`config.mk`:
```
export PLATFORM = sky130hd
export DESIGN_NAME = stream_mux_rr
export DESIGN_NICKNAME = d
export VERILOG_FILES = /design/src/rtl/stream_mux_pkg.sv /design/src/rtl/stream_mux_rr_arbiter.sv /design/src/rtl/stream_mux_rr.sv
export SDC_FILE = /design/constraint.sdc
export NUM_CORES = 1
export LEC_CHECK = 0
export CAP_MARGIN = 10
export CORE_MARGIN = 2
export CORE_UTILIZATION = 35
export DETAILED_ROUTE_END_ITERATION = 12
export DONT_BUFFER_PORTS = 1
export SKIP_CTS_REPAIR_TIMING = 1
export SLEW_MARGIN = 20
export SYNTH_ARGS = -nofsm -noshare
export SYNTH_HDL_FRONTEND = slang
export SYNTH_HIERARCHICAL = 1
export SYNTH_SLANG_ARGS = --single-unit
```
`constraint.sdc`:
```
create_clock -name CLK -period 1.81 [get_ports CLK]
set_input_delay 0.362 -clock CLK [delete_from_list [all_inputs] [get_ports CLK]]
set_output_delay 0.362 -clock CLK [all_outputs]
set_load 0.005 [all_outputs]
```
`src/rtl/stream_mux_pkg.sv`:
```
// ---------------------------------------------------------------------------
// stream_mux_pkg
// Shared definitions for the stream_mux_rr block and its round-robin arbiter.
//   MODE_MANUAL / MODE_RR : encodings of the MODE input.
//   clog2_min1()          : channel-index width. It never returns 0, so a
//                           single-channel instance still has a legal
//                           one-bit index.
// ---------------------------------------------------------------------------
package stream_mux_pkg;

   localparam logic MODE_MANUAL = 1'b0;
   localparam logic MODE_RR     = 1'b1;

   function automatic int clog2_min1(input int n);
      return (n <= 1) ? 1 : $clog2(n);
   endfunction

endpackage

```
`src/rtl/stream_mux_rr_arbiter.sv`:
```
// ---------------------------------------------------------------------------
// rr_arbiter
// Purely combinational round-robin grant logic. The search starts at
// channel ptr+1 and wraps modulo NUM_CH. It grants the first requester
// found. The pointer register itself lives in the parent.
//
// Ports:
//   req   [NUM_CH] : per-channel request (valid) bits
//   ptr   [SEL_W]  : last granted channel; it has lowest priority
//   gnt   [SEL_W]  : granted channel index (0 when nothing requests)
//   gnt_v          : at least one request present
// ---------------------------------------------------------------------------
module rr_arbiter
   import stream_mux_pkg::*;
#(
   parameter int NUM_CH = 4
) (
   input  logic [NUM_CH-1:0]                 req,
   input  logic [clog2_min1(NUM_CH)-1:0]     ptr,
   output logic [clog2_min1(NUM_CH)-1:0]     gnt,
   output logic                              gnt_v
);

   localparam int SEL_W = clog2_min1(NUM_CH);

   always_comb begin
      // NOTE: every output of a combinational block gets a default first, so
      // no path leaves it unassigned and no latch is inferred.
      gnt = '0;
      // Walk from the farthest candidate to the nearest. The last hit
      // overwrites earlier ones, so the channel closest to ptr+1 wins
      // without needing a loop break.
      for (int k = NUM_CH; k >= 1; k--) begin
         if (req[(int'(ptr) + k) % NUM_CH])
            gnt = SEL_W'((int'(ptr) + k) % NUM_CH);
      end
      gnt_v = |req;
   end

endmodule

```
`src/rtl/stream_mux_rr.sv`:
```
// ---------------------------------------------------------------------------
// stream_mux_rr
// Selects one of NUM_CH valid/ready input streams into a single registered
// output stage. There is no skid buffer: a new word is accepted only when
// the output register is empty or is being drained in the same cycle.
// Selection is either manual (SEL) or round-robin between the valid channels.
//
// Optional feature: define STREAM_MUX_TX_COUNT_EN to add TX_COUNT. TX_COUNT
// is a 16-bit wrapping count of completed output transfers.
//
// Ports:
//   CLK, RST          : clock; asynchronous active-high reset
//   IN_DATA  [NUM_CH*WIDTH] : channel i in bits [i*WIDTH +: WIDTH]
//   IN_VALID [NUM_CH]  : per-channel valid
//   IN_READY [NUM_CH]  : per-channel ready (combinational, one-hot or zero)
//   MODE               : MODE_MANUAL (0) or MODE_RR (1)
//   SEL      [SEL_W]   : channel index used in manual mode
//   OUT_DATA/OUT_VALID : registered output word and valid
//   OUT_READY          : downstream ready
//   OUT_CH   [SEL_W]   : channel that sourced OUT_DATA
//   TX_COUNT [16]      : completed transfers (only with STREAM_MUX_TX_COUNT_EN)
// ---------------------------------------------------------------------------
module stream_mux_rr
   import stream_mux_pkg::*;
#(
   parameter int WIDTH  = 2,
   parameter int NUM_CH = 4,
   parameter int SEL_W  = clog2_min1(NUM_CH)
) (
   input  logic                      CLK,
   input  logic                      RST,
   input  logic [NUM_CH*WIDTH-1:0]   IN_DATA,
   input  logic [NUM_CH-1:0]         IN_VALID,
   output logic [NUM_CH-1:0]         IN_READY,
   input  logic                      MODE,
   input  logic [SEL_W-1:0]          SEL,
   output logic [WIDTH-1:0]          OUT_DATA,
   output logic                      OUT_VALID,
   input  logic                      OUT_READY,
   output logic [SEL_W-1:0]          OUT_CH
`ifdef STREAM_MUX_TX_COUNT_EN
   ,
   output logic [15:0]               TX_COUNT
`endif
);

   logic             can_load;
   logic [SEL_W-1:0] ptr;
   logic [SEL_W-1:0] rr_gnt;
   logic             rr_gnt_v;
   logic             man_v;
   logic [SEL_W-1:0] gnt;
   logic             gnt_v;
   logic [WIDTH-1:0] gnt_data;

   rr_arbiter #(
      .NUM_CH (NUM_CH)
   ) u_arb (
      .req   (IN_VALID),
      .ptr   (ptr),
      .gnt   (rr_gnt),
      .gnt_v (rr_gnt_v)
   );

   always_comb begin
      can_load = !OUT_VALID || OUT_READY;

      // Decoding SEL with an equality loop makes an out-of-range index
      // (SEL >= NUM_CH) read as "not valid" rather than indexing past the
      // vector.
      man_v = 1'b0;
      for (int i = 0; i < NUM_CH; i++) begin
         if (SEL == SEL_W'(i))
            man_v = IN_VALID[i];
      end

      if (MODE == MODE_RR) begin
         gnt   = rr_gnt;
         gnt_v = rr_gnt_v;
      end else begin
         gnt   = SEL;
         gnt_v = man_v;
      end

      gnt_data = '0;
      IN_READY = '0;
      for (int i = 0; i < NUM_CH; i++) begin
         if (gnt == SEL_W'(i)) begin
            gnt_data    = IN_DATA[i*WIDTH +: WIDTH];
            IN_READY[i] = can_load && gnt_v;
         end
      end
   end

   // NOTE: state registers use non-blocking assignments. All flops then
   // sample pre-edge values, whatever order the blocks are evaluated in.
   always_ff @(posedge CLK or posedge RST) begin
      if (RST) begin
         OUT_VALID <= 1'b0;
         OUT_DATA  <= '0;
         OUT_CH    <= '0;
         // Pointing at the last channel gives channel 0 first priority.
         ptr       <= SEL_W'(NUM_CH - 1);
      end else if (can_load) begin
         if (gnt_v) begin
            OUT_VALID <= 1'b1;
            OUT_DATA  <= gnt_data;
            OUT_CH    <= gnt;
            // Manual grants leave the fairness pointer alone.
            if (MODE == MODE_RR)
               ptr <= gnt;
         end else begin
            OUT_VALID <= 1'b0;
         end
      end
   end

`ifdef STREAM_MUX_TX_COUNT_EN
   logic [15:0] tx_cnt;

   always_ff @(posedge CLK or posedge RST) begin
      if (RST)
         tx_cnt <= '0;
      else if (OUT_VALID && OUT_READY)
         tx_cnt <= tx_cnt + 16'd1;
   end

   assign TX_COUNT = tx_cnt;
`endif

endmodule

```
Yosys cells after proc, flatten, opt, wreduce, memory -nomap -nowiden. Index checks and enable logic that the tools add are counted.

Register bits: 7. Input port bits: 18. Output and inout bits: 9. Logic and storage cells: 65.

$add $sub $neg: 4. $lt $le $gt $ge: 4. Equal/unequal tests: 6. Multiplexer cells: 31. Bitwise operators: 4. Reduce and logical (&&, ||, !) cells: 12.

Operators by type and width (number): 1-bit 2-to-1 mux (18); 2-bit 2-to-1 mux (9); 3-bit by 4-bit < comparator with 1-bit output, second input constant (4); 1-bit binary-select mux with 2-bit select (4); 2-bit equality test, second input constant (4); 2-bit OR reduction (4); 2-bit by 1-bit adder with 2-bit output, second input constant (2); 2-bit adder, second input constant (2); 1-bit AND, first input constant (4); 2-bit by 1-bit equality test with 1-bit output, second input constant (2); 2-bit logical NOT (2); 4-bit OR reduction (1); 3-bit AND reduction (1); 2-bit AND reduction (1); 1-bit logical AND (1); 1-bit logical NOT (1); 1-bit logical OR (1).

Logic depth before layout (Yosys ltp). Gate-level depths: netlist of the first run.

Word-level depth: 16. Depth in mapped cells: 7. Depth with buffers taken out: 7.

Cells and area by module. Netlist of the first run, hierarchy kept.

Modules (own cells, without submodules): stream_mux_rr (instances 1, cells each 38, area each 461.7 µm², sequential area each 177.7 µm²); rr_arbiter (instances 1, cells each 14, area each 91.3 µm², sequential area each 0.0 µm²).

Worst setup path before layout of the first run. Ideal clock, no wire load.

Path type: flip-flop to output port. Start point: register ptr[1]. End point: output IN_READY[1]. Arrival time: 1582 ps. Data required time: 1448 ps. Setup slack: -134 ps. Stages on the path, launching flop included: 6. Path buffers: 0. Path through: dfstp_2 > a21oi_1 > a31oi_1 > a21oi_1 > mux2i_1 > nor4b_1.

Longest elaborated chain between the ends: 11. Elaborated cells on any way between the ends: 23. Classes of those cells: add/sub (4); eq/ne (1); mux (18).

RTL lines: start, declared (line stream_mux_rr.sv:48) `logic [SEL_W-1:0] ptr;`; start signal, assigned (line stream_mux_rr.sv:103) `ptr <= SEL_W'(NUM_CH - 1);`; start signal, assigned (line stream_mux_rr.sv:111) `ptr <= gnt;`; 2-bit by 1-bit adder with 2-bit output (line stream_mux_rr_arbiter.sv:34, stream_mux_rr_arbiter.sv:35); 1-bit binary-select mux with 2-bit select (line stream_mux_rr_arbiter.sv:34) `if (req[(int'(ptr) + k) % NUM_CH])`; 1-bit 2-to-1 mux (implied by the code) (2 in series) (line stream_mux_rr_arbiter.sv:34); 2-bit 2-to-1 mux (3 in series) (line stream_mux_rr_arbiter.sv:34); 2-bit 2-to-1 mux (*) (line stream_mux_rr_arbiter.sv:34); named net rr_gnt[1] (line stream_mux_rr.sv:49) `logic [SEL_W-1:0] rr_gnt;`; 2-bit 2-to-1 mux (*) (line stream_mux_rr.sv:77) `if (MODE == MODE_RR) begin`; 2-bit by 1-bit equality test with 1-bit output (*) (line stream_mux_rr.sv:88) `if (gnt == SEL_W'(i)) begin`; 1-bit 2-to-1 mux (*) (line stream_mux_rr.sv:88); end, declared (line stream_mux_rr.sv:34) `output logic [NUM_CH-1:0] IN_READY,`.

The timed path passes the listed nets; every way through them passes the cells marked *. The select of a mux whose other input is x is not followed.

Final worst setup path of the first run.
Start point: register ptr[1]. End point: output IN_READY[1].

Longest elaborated chain between the ends: 11. Elaborated cells on any way between the ends: 23. Classes of those cells: add/sub (4); eq/ne (1); mux (18).

RTL lines (line): 2-bit by 1-bit adder with 2-bit output (stream_mux_rr_arbiter.sv:34); 1-bit binary-select mux with 2-bit select (stream_mux_rr_arbiter.sv:34); 1-bit 2-to-1 mux (implied by the code) (2 in series) (stream_mux_rr_arbiter.sv:34); 2-bit 2-to-1 mux (3 in series) (stream_mux_rr_arbiter.sv:34); 2-bit 2-to-1 mux (*) (stream_mux_rr_arbiter.sv:34); named net rr_gnt[0] (stream_mux_rr.sv:49); 2-bit 2-to-1 mux (*) (stream_mux_rr.sv:77); 2-bit by 1-bit equality test with 1-bit output (*) (stream_mux_rr.sv:88); 1-bit 2-to-1 mux (*) (stream_mux_rr.sv:88).

Marked as above.

==> impl_results.md, run 1 <==
* Status: finished, violations left
* Violated checks: setup timing
* Yosys reg bits at 7
* Minimum hold slack at between 300 and 400 ps
* Vias/cell at ~5.7
* Skew final at slightly below 6 ps
* GP Congestion at between 0.8 and 0.9
* Wire per inst at approximately 15 um
* Worst min path class: input pin to flip-flop
* Max cap viols at 0
* Post-Syn Area per Cell at between 10 and 15 um2
* Power Density at 862 nW/um2
* Post-Syn Area at ~550 um2
* Post-route insts no fill at 80
* Gate Count Post-Synth at 52
* Port buffer count at 0
* Final worst setup slack at -279 ps
* Fin util at 48.8%
* First-pass GRT wire length at roughly 1.7 mm
* DIE HEIGHT at about 44 um
* Number of global-route vias before repair at 421
* Syn_nets at 70
* Syn. warnings at 6
* DR top layer: met4
* Final setup viols at 6
* Number of buffers created by CTS at 3
* Die X-Extent at around 44 um
* Worst skew pair latency at ~250 ps
* GR Util All Layers at between 10% and 20%
* Unrepaired setup endpoints after global routing: yes
* Post-Route M1 WL at between 500 and 600 um
* Worst R2R End: OUT_DATA[0]
* Initial Utilization at a little under two fifths
* Pins Over Slew Limit at 0
* Flop2flop setup slack at -220 ps
* Area grow syn2layout at 31.4%
* Startpoint types: flip-flop
* Largest net degree at the start of global routing at 8
* Tmin final at 2090 ps
* Crit path max fanout at 7
* CTS HTree Levels at 1
* Vias at about 460
* Worst reg2reg startpoint: ptr[1]
* Die area at ~1900 um2
* Reg2Reg Depth at 8
* Gr ovfl total at 0
* Sum of routed wire length over all layers at about 1.2 mm
* CTS tree: done
* Drt pass-1 iters at 2
* Max clock buf depth at 2
* Tot Pwr at 0.000627 W
* Initial DRC count at 5
* WS Path Type: flip-flop to primary output
* Antenna diodes at 0
* Placed Cells at 71
* Pleak at roughly 0.31 nW
* WHS Endpoint: OUT_VALID
* Crit end category: primary output
* Final Cycle Share at 115%
* Worst endpoint required time at around 1500 ps
* Clk slew on worst S/H paths at roughly 50 ps
* Met2 WL post-DR at 579 um
* Final HPWL DP at approximately 900 um
* Worst Hold Launch: OUT_READY
* Root Buffer: clkbuf_4
* Unique cell type count in the Yosys netlist at 24
* Num ports at 27
* WP data arrival at 1730 ps
* Area of the core at 1490 um2
* Worst ir drop on vdd at 452 uV
* Post-DRT Antenna Nets at 0
* WL met3 at approximately 110 um
* Hold Fails Final Rpt at 0
* Row count at 14
* Slew at the pin closest to its max-slew limit at ~370 ps
* Hold depth at 2
* Layout net count at 83
* Seq/Total Area, Yosys at between 30% and 40%
* Max Fclk at 0.479 GHz
* Layout cells sized above 1 at a little over 40%
* DRC viols at 0
* Relative slew slack at between 70% and 80%
* Dpl ws at -133 ps
* Initial antenna violation count at 0
* CTS sink cnt at 7
-- registers in the layout (all words and copies together), names as in the netlist --
signal and cells:
ptr 2, OUT_DATA 2, OUT_VALID 1, OUT_CH 2
-- worst max-delay path, stage by stage (launching register included) --
cell,delay (ps)
dfstp_2,580
nand2b_4,140
a21oi_2,50
o221ai_2,230
mux2i_4,120
buf_6,140
nor4b_4,220
-- report_power, final --
group	internal [W]	switching [W]	leakage [nW]	total, W
sequential	0.000202	0.0000343	0.0779	0.000236
clock	0.0000840	0.0000554	0.0150	0.000139
combinational	0.000148	0.000103	0.221	0.000251
total	0.000434	0.000193	0.314	0.000627
-- worst max path at each step --
stage | from | to | slack (ps) | cells past startpoint
2_1_floorplan | ptr[1] | OUT_DATA[0] | -40 | 6
3_3_place_gp | ptr[1] | IN_READY[3] | -80 | 6
3_5_place_dp | ptr[1] | IN_READY[2] | -130 | 4
4_1_cts | ptr[1] | IN_READY[2] | -410 | 4
5_1_grt | ptr[1] | IN_READY[1] | -380 | 6
6_report | ptr[1] | IN_READY[1] | -280 | 6
-- final cells by class --
class | instances | area (um2)
clock buffers | 4 | 26.3
multi-input cells | 41 | 407
inverters | 3 | 11.3
flip-flops and latches | 7 | 178
repair buffers | 9 | 85.1
well taps | 16 | 20.0
fillers | 148 | 762
-- synth_stat cells --
cell type	n	area, um2
mux2i_1	9	90.1
dfrtp_1	5	125
nand2_1	4	15.0
nand2b_1	4	25.0
inv_1	3	11.3
a21oi_1	2	10.0
and2b_1	2	15.0
dfstp_2	2	52.6
mux2_4	2	30.0
mux2i_4	2	45.0
nor2_1	2	7.51
nor4b_1	2	17.5
o21ai_1	2	10.0
a21oi_2	1	8.76
a31oi_1	1	6.26
and3_1	1	6.26
buf_2	1	5.00
mux4_2	1	22.5
nand3_1	1	5.00
nor2_4	1	11.3
nor4_1	1	6.26
o21ai_0	1	5.00
o221ai_2	1	15.0
o31ai_1	1	7.51
-- placed cells by master (no fill, tap or decap), drive strengths merged, types with 2 or more instances in the layout --
cell	count
a21oi	3
and2b	2
buf	8
clkbuf	4
dfrtp	5
dfstp	2
inv	3
mux2	2
mux2i	11
nand2	4
nand2b	4
nor2	3
nor4b	2
o21ai	3
-- metrics by stage --
stage                     cell area [um2]  TNS, ps
after global routing                  727    -2030
after floorplan                       569    -90.3
final                                 727    -1400
after detailed placement              614     -521
after global placement                614     -355
after CTS                             641    -1630
-- logic make-up after synthesis --
kind of cell,synth area share (%)
compound gates,11.3
buf+inv,2.94
flops,32.1
mux,33.9
simple gates,19.7
-- metal layers --
layer / vias to the layer above / track usage [%]
li1: 216 / -
met1: 212 / 14.3
met2: 27 / 18.2
met3: 2 / 5.00
met4: 0 / 9.09
met5: - / 0
(Power assumes the default switching activity.)
==> inputs of run 2 (changes only) <==
--- a/config.mk
+++ b/config.mk
@@ -10,8 +10,9 @@
 export CORE_UTILIZATION = 35
 export DETAILED_ROUTE_END_ITERATION = 12
 export DONT_BUFFER_PORTS = 1
+export HOLD_SLACK_MARGIN = 0.02
 export SKIP_CTS_REPAIR_TIMING = 1
-export SLEW_MARGIN = 20
+export SLEW_MARGIN = 40
 export SYNTH_ARGS = -nofsm -noshare
 export SYNTH_HDL_FRONTEND = slang
 export SYNTH_HIERARCHICAL = 1
==> results of run 2 <==
Same layout as run 1: the final DEF is identical, and so are final timing and power.
